<file path="config.mk">
export PLATFORM = sky130hd
export DESIGN_NAME = sdr_init_refresh_seq_flat
export DESIGN_NICKNAME = d
export VERILOG_FILES = /design/src/rtl/sdr_init_refresh_seq_if.sv /design/src/rtl/sdr_init_refresh_seq.sv /design/src/flat_wrapper.sv
export SDC_FILE = /design/constraint.sdc
export NUM_CORES = 1
export LEC_CHECK = 0
export CORE_MARGIN = 2
export CORE_UTILIZATION = 49
export DETAILED_ROUTE_END_ITERATION = 10
export GPL_TIMING_DRIVEN = 0
export PLACE_DENSITY = 0.71
export SLEW_MARGIN = 20
export SYNTH_ARGS = -nofsm -noshare
export SYNTH_HDL_FRONTEND = slang
export SYNTH_SLANG_ARGS = --single-unit
</file>
<file path="constraint.sdc">
create_clock -name sys_clk -period 8.97 [get_ports sys_clk]
set_clock_uncertainty 0.1 [all_clocks]
set_input_delay 1.794 -clock sys_clk [delete_from_list [all_inputs] [get_ports sys_clk]]
set_output_delay 1.794 -clock sys_clk [all_outputs]
set_load 0.05 [all_outputs]
</file>
<file path="src/rtl/sdr_init_refresh_seq_if.sv">
// SDRAM init/refresh sequencer bus: command pins, mode config, refresh handshake.
// master = sequencer (drives command pins and flags), slave = controller side.
interface sdr_init_refresh_seq_if;
  logic [2:0]  cfg_sdr_cas;
  logic [2:0]  cfg_burst_len;
  logic        ref_gnt;
  logic        sdr_cs_n;
  logic        sdr_ras_n;
  logic        sdr_cas_n;
  logic        sdr_we_n;
  logic [12:0] sdr_addr;
  logic [1:0]  sdr_ba;
  logic        sdr_init_done;
  logic        ref_req;
  logic        ref_busy;
  logic        ref_done;
  logic        ref_overrun;

  modport master (
    input  cfg_sdr_cas, cfg_burst_len, ref_gnt,
    output sdr_cs_n, sdr_ras_n, sdr_cas_n, sdr_we_n,
    output sdr_addr, sdr_ba, sdr_init_done,
    output ref_req, ref_busy, ref_done, ref_overrun
  );

  modport slave (
    output cfg_sdr_cas, cfg_burst_len, ref_gnt,
    input  sdr_cs_n, sdr_ras_n, sdr_cas_n, sdr_we_n,
    input  sdr_addr, sdr_ba, sdr_init_done,
    input  ref_req, ref_busy, ref_done, ref_overrun
  );
endinterface

</file>
<file path="src/rtl/sdr_init_refresh_seq.sv">
// SDRAM power-up init (NOP, PRE ALL, N x AREF, LMR) then periodic AREF scheduling.
// Ports: sys_clk, reset_n (async low), bus (master: cmd pins, cfg in, refresh handshake).
module sdr_init_refresh_seq #(
  parameter int PWRUP_CYC = 10000,
  parameter int TRP       = 8,
  parameter int TRFC      = 10,
  parameter int INIT_REF  = 16,
  parameter int TMRD      = 18,
  parameter int REF_INT   = 1560,
  parameter int MAX_PEND  = 8
) (
  input logic sys_clk,
  input logic reset_n,
  sdr_init_refresh_seq_if.master bus
);

  localparam int M1 = (PWRUP_CYC > TRP) ? PWRUP_CYC : TRP;
  localparam int M2 = (TRFC > TMRD) ? TRFC : TMRD;
  localparam int MX = (M1 > M2) ? M1 : M2;
  localparam int CW = $clog2(MX + 1);
  localparam int RW = $clog2(INIT_REF + 1);
  localparam int TW = $clog2(REF_INT + 1);
  localparam int PW = $clog2(MAX_PEND + 1);

  // {cs_n, ras_n, cas_n, we_n}
  localparam logic [3:0] C_INH  = 4'b1111;
  localparam logic [3:0] C_NOP  = 4'b0111;
  localparam logic [3:0] C_PRE  = 4'b0010;
  localparam logic [3:0] C_AREF = 4'b0001;
  localparam logic [3:0] C_LMR  = 4'b0000;

  typedef enum logic [3:0] {
    S_PWRUP, S_PRE, S_WAIT_RP, S_AREF, S_WAIT_RFC,
    S_LMR, S_WAIT_MRD, S_IDLE, S_RREF, S_RWAIT
  } state_t;

  state_t          state;
  logic [3:0]      cmd;
  logic [12:0]     addr;
  logic [CW-1:0]   cnt;
  logic [RW-1:0]   nref;
  logic [TW-1:0]   tmr;
  logic [PW-1:0]   pend;
  logic            init_done;
  logic            busy;
  logic            done;
  logic            ovr;
  logic            expire;
  logic            dec;
  logic            pend_max;

  assign expire   = init_done && (tmr == TW'(REF_INT - 1));
  assign dec      = (state == S_RWAIT) && (cnt == CW'(TRFC - 1));
  assign pend_max = (pend == PW'(MAX_PEND));

  assign bus.sdr_cs_n      = cmd[3];
  assign bus.sdr_ras_n     = cmd[2];
  assign bus.sdr_cas_n     = cmd[1];
  assign bus.sdr_we_n      = cmd[0];
  assign bus.sdr_addr      = addr;
  assign bus.sdr_ba        = 2'b00;
  assign bus.sdr_init_done = init_done;
  assign bus.ref_req       = (state == S_IDLE) && (pend != '0);
  assign bus.ref_busy      = busy;
  assign bus.ref_done      = done;
  assign bus.ref_overrun   = ovr;

  // cnt holds the number of cycles since the last issued command,
  // so a wait of T cycles ends when cnt reads T.
  always_ff @(posedge sys_clk or negedge reset_n) begin
    if (!reset_n) begin
      state     <= S_PWRUP;
      cmd       <= C_INH;
      addr      <= '0;
      cnt       <= '0;
      nref      <= '0;
      tmr       <= '0;
      pend      <= '0;
      init_done <= 1'b0;
      busy      <= 1'b0;
      done      <= 1'b0;
      ovr       <= 1'b0;
    end else begin
      cmd  <= C_NOP;
      addr <= '0;
      done <= 1'b0;

      if (init_done)
        tmr <= expire ? '0 : tmr + TW'(1);

      if (expire && pend_max)
        ovr <= 1'b1;

      // simultaneous expiry and completion cancel out
      if (expire && !dec) begin
        if (!pend_max)
          pend <= pend + PW'(1);
      end else if (dec && !expire) begin
        pend <= pend - PW'(1);
      end

      unique case (state)
        S_PWRUP: begin
          if (cnt == CW'(PWRUP_CYC)) begin
            state <= S_PRE;
            cmd   <= C_PRE;
            addr  <= 13'h0400;
            cnt   <= CW'(1);
          end else begin
            cnt <= cnt + CW'(1);
          end
        end
        S_PRE: begin
          state <= S_WAIT_RP;
          cnt   <= cnt + CW'(1);
        end
        S_WAIT_RP: begin
          if (cnt == CW'(TRP)) begin
            state <= S_AREF;
            cmd   <= C_AREF;
            cnt   <= CW'(1);
            nref  <= nref + RW'(1);
          end else begin
            cnt <= cnt + CW'(1);
          end
        end
        S_AREF: begin
          state <= S_WAIT_RFC;
          cnt   <= cnt + CW'(1);
        end
        S_WAIT_RFC: begin
          if (cnt == CW'(TRFC)) begin
            cnt <= CW'(1);
            if (nref == RW'(INIT_REF)) begin
              state <= S_LMR;
              cmd   <= C_LMR;
              addr  <= {6'b000000,
                        bus.cfg_sdr_cas, 1'b0,
                        bus.cfg_burst_len};
            end else begin
              state <= S_AREF;
              cmd   <= C_AREF;
              nref  <= nref + RW'(1);
            end
          end else begin
            cnt <= cnt + CW'(1);
          end
        end
        S_LMR: begin
          state <= S_WAIT_MRD;
          cnt   <= cnt + CW'(1);
        end
        S_WAIT_MRD: begin
          if (cnt == CW'(TMRD)) begin
            state     <= S_IDLE;
            init_done <= 1'b1;
            cnt       <= '0;
          end else begin
            cnt <= cnt + CW'(1);
          end
        end
        S_IDLE: begin
          if ((pend != '0) && bus.ref_gnt) begin
            state <= S_RREF;
            cmd   <= C_AREF;
            busy  <= 1'b1;
            cnt   <= CW'(1);
          end
        end
        S_RREF: begin
          state <= S_RWAIT;
          cnt   <= cnt + CW'(1);
        end
        S_RWAIT: begin
          if (cnt == CW'(TRFC)) begin
            state <= S_IDLE;
            busy  <= 1'b0;
            cnt   <= '0;
          end else begin
            cnt  <= cnt + CW'(1);
            done <= dec;
          end
        end
        default: state <= S_PWRUP;
      endcase
    end
  end

endmodule
</file>
<file path="src/flat_wrapper.sv">
// flat-port wrapper written by rule: the top's interface ports become plain ports
module sdr_init_refresh_seq_flat 
#(
  parameter int PWRUP_CYC = 10000,
  parameter int TRP       = 8,
  parameter int TRFC      = 10,
  parameter int INIT_REF  = 16,
  parameter int TMRD      = 18,
  parameter int REF_INT   = 1560,
  parameter int MAX_PEND  = 8
)
  (sys_clk, reset_n, bus_cfg_sdr_cas, bus_cfg_burst_len, bus_ref_gnt, bus_sdr_cs_n, bus_sdr_ras_n, bus_sdr_cas_n, bus_sdr_we_n, bus_sdr_addr, bus_sdr_ba, bus_sdr_init_done, bus_ref_req, bus_ref_busy, bus_ref_done, bus_ref_overrun);
  sdr_init_refresh_seq_if bus_i ();
  input logic sys_clk;
  input logic reset_n;
  input wire logic [$bits(bus_i.cfg_sdr_cas)-1:0] bus_cfg_sdr_cas;
  input wire logic [$bits(bus_i.cfg_burst_len)-1:0] bus_cfg_burst_len;
  input wire logic [$bits(bus_i.ref_gnt)-1:0] bus_ref_gnt;
  output wire logic [$bits(bus_i.sdr_cs_n)-1:0] bus_sdr_cs_n;
  output wire logic [$bits(bus_i.sdr_ras_n)-1:0] bus_sdr_ras_n;
  output wire logic [$bits(bus_i.sdr_cas_n)-1:0] bus_sdr_cas_n;
  output wire logic [$bits(bus_i.sdr_we_n)-1:0] bus_sdr_we_n;
  output wire logic [$bits(bus_i.sdr_addr)-1:0] bus_sdr_addr;
  output wire logic [$bits(bus_i.sdr_ba)-1:0] bus_sdr_ba;
  output wire logic [$bits(bus_i.sdr_init_done)-1:0] bus_sdr_init_done;
  output wire logic [$bits(bus_i.ref_req)-1:0] bus_ref_req;
  output wire logic [$bits(bus_i.ref_busy)-1:0] bus_ref_busy;
  output wire logic [$bits(bus_i.ref_done)-1:0] bus_ref_done;
  output wire logic [$bits(bus_i.ref_overrun)-1:0] bus_ref_overrun;
  assign bus_i.cfg_sdr_cas = bus_cfg_sdr_cas;
  assign bus_i.cfg_burst_len = bus_cfg_burst_len;
  assign bus_i.ref_gnt = bus_ref_gnt;
  assign bus_sdr_cs_n = bus_i.sdr_cs_n;
  assign bus_sdr_ras_n = bus_i.sdr_ras_n;
  assign bus_sdr_cas_n = bus_i.sdr_cas_n;
  assign bus_sdr_we_n = bus_i.sdr_we_n;
  assign bus_sdr_addr = bus_i.sdr_addr;
  assign bus_sdr_ba = bus_i.sdr_ba;
  assign bus_sdr_init_done = bus_i.sdr_init_done;
  assign bus_ref_req = bus_i.ref_req;
  assign bus_ref_busy = bus_i.ref_busy;
  assign bus_ref_done = bus_i.ref_done;
  assign bus_ref_overrun = bus_i.ref_overrun;
  sdr_init_refresh_seq #(.PWRUP_CYC(PWRUP_CYC), .TRP(TRP), .TRFC(TRFC), .INIT_REF(INIT_REF), .TMRD(TMRD), .REF_INT(REF_INT), .MAX_PEND(MAX_PEND)) u_core (.sys_clk(sys_clk), .reset_n(reset_n), .bus(bus_i));
endmodule
</file>
==> results.sh <==
export IMPL_rsz0062_at_grt="no"
export IMPL_wl_microns=5960
export IMPL_viasPerCell=5.64
export IMPL_layout_nets=365
export IMPL_switchingPower_uw=93.1
export IMPL_synth_top_area_share_pct=41.1
export IMPL_ys_seq_area_share_pct=44.6
export IMPL_yosys_area_top_type="dfrtp_1"
export IMPL_hold_end="u_core.bus.ref_overrun$_DFFE_PN0P_"
export IMPL_max_slew_margin_pct=35.3
export IMPL_endpoint_kind="primary output"
export IMPL_initialDrtViolationCount=196
export IMPL_dp_worst_setup_slack_ns=4.72
export IMPL_cts_hold_buf=0
export IMPL_synth_ff_type="dfrtp_1"
export IMPL_fin_cells=421
export IMPL_p_seq_share_pct=60.9
export IMPL_place_inst=413
export IMPL_dieWidth_microns=82.0
export IMPL_die_h_microns=82.0
export IMPL_clk_latency_ns=0.30
export IMPL_internal_power_uw=300
export IMPL_die_area_sq_um=6720
export IMPL_antenna_left=0
export IMPL_synth_seq_cells=53
export IMPL_cp_slowest_cell="clkdlybuf4s50_1"
export IMPL_grt_pass1_vias=2250
export IMPL_syn_instance_count=306
export IMPL_setup_tns_ns=0
export IMPL_vias=2375
export IMPL_grt_ovfl_total=0
export IMPL_ios=33
export IMPL_worstMarginPinSlew_ns=0.958
export IMPL_cp_start_kind="flip-flop"
export IMPL_fill_cells=519
export IMPL_syn_avg_cell_area_sq_um=9.74
export IMPL_hold_viol=0
export IMPL_run_status="completed"
export IMPL_rrSetupSlack_ns=5.30
export IMPL_r2r_start="u_core.cnt[7]$_DFFE_PN0P_"
export IMPL_fmax_ghz=0.214
export IMPL_clkSlewWorstSetupHoldPaths_ns=0.10
export IMPL_clock_sinks=53
export IMPL_hold_class="reg2reg"
export IMPL_final_util_pct=58.5
export IMPL_p_clk_share_pct=34.3
export IMPL_synth_edff_count=0
export IMPL_r2r_cells=11
export IMPL_ir_drop_mv=0.0666
export IMPL_grt_max_degree=54
export IMPL_routabilityCongestion=0.859
export IMPL_synthArstFlopShare_pct=100
export IMPL_cp_required_ns=7.08
export IMPL_coreArea_sq_um=5890
export IMPL_cp_arrival_ns=2.77
export IMPL_numCtsBuffers=5
export IMPL_clockBufferDepth=2
export IMPL_min_from="u_core.bus.ref_overrun$_DFFE_PN0P_"
export IMPL_wire_per_inst_microns=14.2
export IMPL_crit_path_max_incr_delay_ns=0.83
export IMPL_setup_viol=0
export IMPL_p_sw_share_pct=23.7
export IMPL_area_delta_synth_final_pct=15.5
export IMPL_cts_tree="done"
export IMPL_p_per_area_nw_per_um2=114
export IMPL_htree_levels=2
export IMPL_reg2reg_to="u_core.pend[3]$_DFFE_PN0P_"
export IMPL_crit_chain="clkbuf_1 -> buf_1 -> nand4b_1 -> a21oi_1 -> clkdlybuf4s50_1"
export IMPL_p_leak_nw=1.50
export IMPL_power_frac_comb_pct=4.9
export IMPL_grt_pass1_wl_microns=10000
export IMPL_drive_gt1_share_pct=9.25
export IMPL_post_cts_resized=0
export IMPL_placementRows=28
export IMPL_critPathKind="reg2out"
export IMPL_diodes=0
export IMPL_crit_fanout=10
export IMPL_period_share_pct=52.0
export IMPL_fin_ws_ns=4.31
export IMPL_maxCapViolations=0
export IMPL_finalWorstPathRequiredPeriod_ns=4.66
export IMPL_drc_errors=0
export IMPL_yosys_top_cells_area="dfrtp_1 41%, ha_1 4.2%, xor2_1 4.1%"
export IMPL_dpl_hpwl_microns=4370
export IMPL_ys_types=54
export IMPL_antenna_found_initial=0
export IMPL_root_buffer="clkbuf_8"
export IMPL_drt_pass1_iterations=4
export IMPL_slew_viol_final=0
export IMPL_syn_cell_area_sq_um=2980
export IMPL_min_path_cells=1
export IMPL_io_buffers=24
export IMPL_global_route_usage_total_pct=19.1
export IMPL_cts_setup_buffers=0
export IMPL_start_util_pct=50.7
export IMPL_ys_warn_count=0
metal layers:
layer	GRT usage [%]	vias up	share of wire, %
met1	25.8	1150	50
met3	3.30	8	3.5
met5	0	-	0
li1	-	1173	-
met2	31.3	44	46
met4	5.83	0	1.3
power by group through the flow:
| stage | Combinational (mW) | Sequential [mW] | Clock (mW) |
|---|---|---|---|
| final | 0.0192 | 0.239 | 0.135 |
| after global routing | 0.0210 | 0.239 | 0.148 |
| after CTS | 0.0196 | 0.239 | 0.138 |
| after detailed placement | 0.0196 | 0.244 | 0 |
| after global placement | 0.0197 | 0.244 | 0 |
| after floorplan | 0.0101 | 0.245 | 0 |
cell families after synthesis:
logic type,Yosys count,share of synthesized area [%]
AOI/OAI and AO/OA,70,15.3
xor gates and xnor gates,25,7.34
adders and majority gates,11,4.87
buffers and inverters,27,4.49
DFF,53,44.6
muxes,4,1.43
other,1,0.126
and+or+nand+nor,115,21.8
cells in the final DEF, fill, tap and decap left out, types with 4 or more instances in the layout:
cell,n
xor2_1,14
and3_1,10
conb_1,9
inv_1,9
buf_4,9
a21oi_1,16
dfrtp_1,49
nor3_1,6
o21ai_0,12
clkbuf_8,5
ha_1,10
dfstp_2,4
a21o_1,7
or2_2,4
clkbuf_1,8
clkdlybuf4s50_1,23
o211ai_1,10
nor2_1,12
nand2b_1,4
xnor2_1,11
nand3_1,8
nand4_1,10
or3_1,4
nand2_1,32
how the worst max path moves through the flow:
stage,from,to,slack (ns),cells past startpoint
floorplan,u_core.state[2]$_DFFE_PN0P_,bus_ref_req,5.23,4
global placement,reset_n,u_core.cnt[7]$_DFFE_PN0P_,4.40,1
detailed placement,u_core.state[2]$_DFFE_PN0P_,bus_ref_req,4.72,5
CTS,u_core.state[2]$_DFFE_PN0P_,bus_ref_req,4.37,5
global route,u_core.state[2]$_DFFE_PN0P_,bus_ref_req,4.19,5
finish,u_core.state[2]$_DFFE_PN0P_,bus_ref_req,4.31,5
stage by stage:
step,instance area [sq um],total power [mW],hold slack [ns]
final,3440,0.393,0.365
after global routing,3440,0.409,0.399
after CTS,3430,0.397,0.367
after detailed placement,3340,0.263,0.344
after global placement,3350,0.264,0.341
after floorplan,3010,0.255,0.345
cell usage after synthesis (all sizes together), types with 6 or more instances:
cell type	n
a21o	7
nor2	12
xnor2	11
and3	10
nand3	8
buf	11
a21oi	16
nand2	32
clkbuf	7
o21ai	16
inv	9
xor2	14
o211ai	10
nor3	6
ha	10
nand4	10
dfrtp	49
registers in the layout, summed over array words and instances (netlist names):
signal	count
u_core.bus.sdr_addr	7
u_core.pend	4
u_core.tmr	11
u_core.cnt	14
u_core.nref	5
u_core.bus.sdr_init_done	1
u_core.bus.ref_busy	1
u_core.state	4
u_core.cmd	4
u_core.bus.ref_overrun	1
u_core.bus.ref_done	1
critical path: cells and delay by family, from the launching register on:
| kind | cells | cell delay (ns) |
|---|---|---|
| simple gates | 1 | 0.33 |
| buf+inv | 3 | 1.58 |
| flops | 1 | 0.34 |
| compound gates | 1 | 0.22 |
cell type report:
class,instances,area [sq um],area share [%]
inverter,9,33.8,0.981
sequential,53,1330,38.6
clock inverter,2,15.0,0.436
multi-input combinational,234,1560,45.3
buffer,18,100,2.91
clock buffer,6,72.6,2.11
timing repair buffer,24,238,6.90
tap,75,93.8,2.72
(Power assumes the default switching activity.)
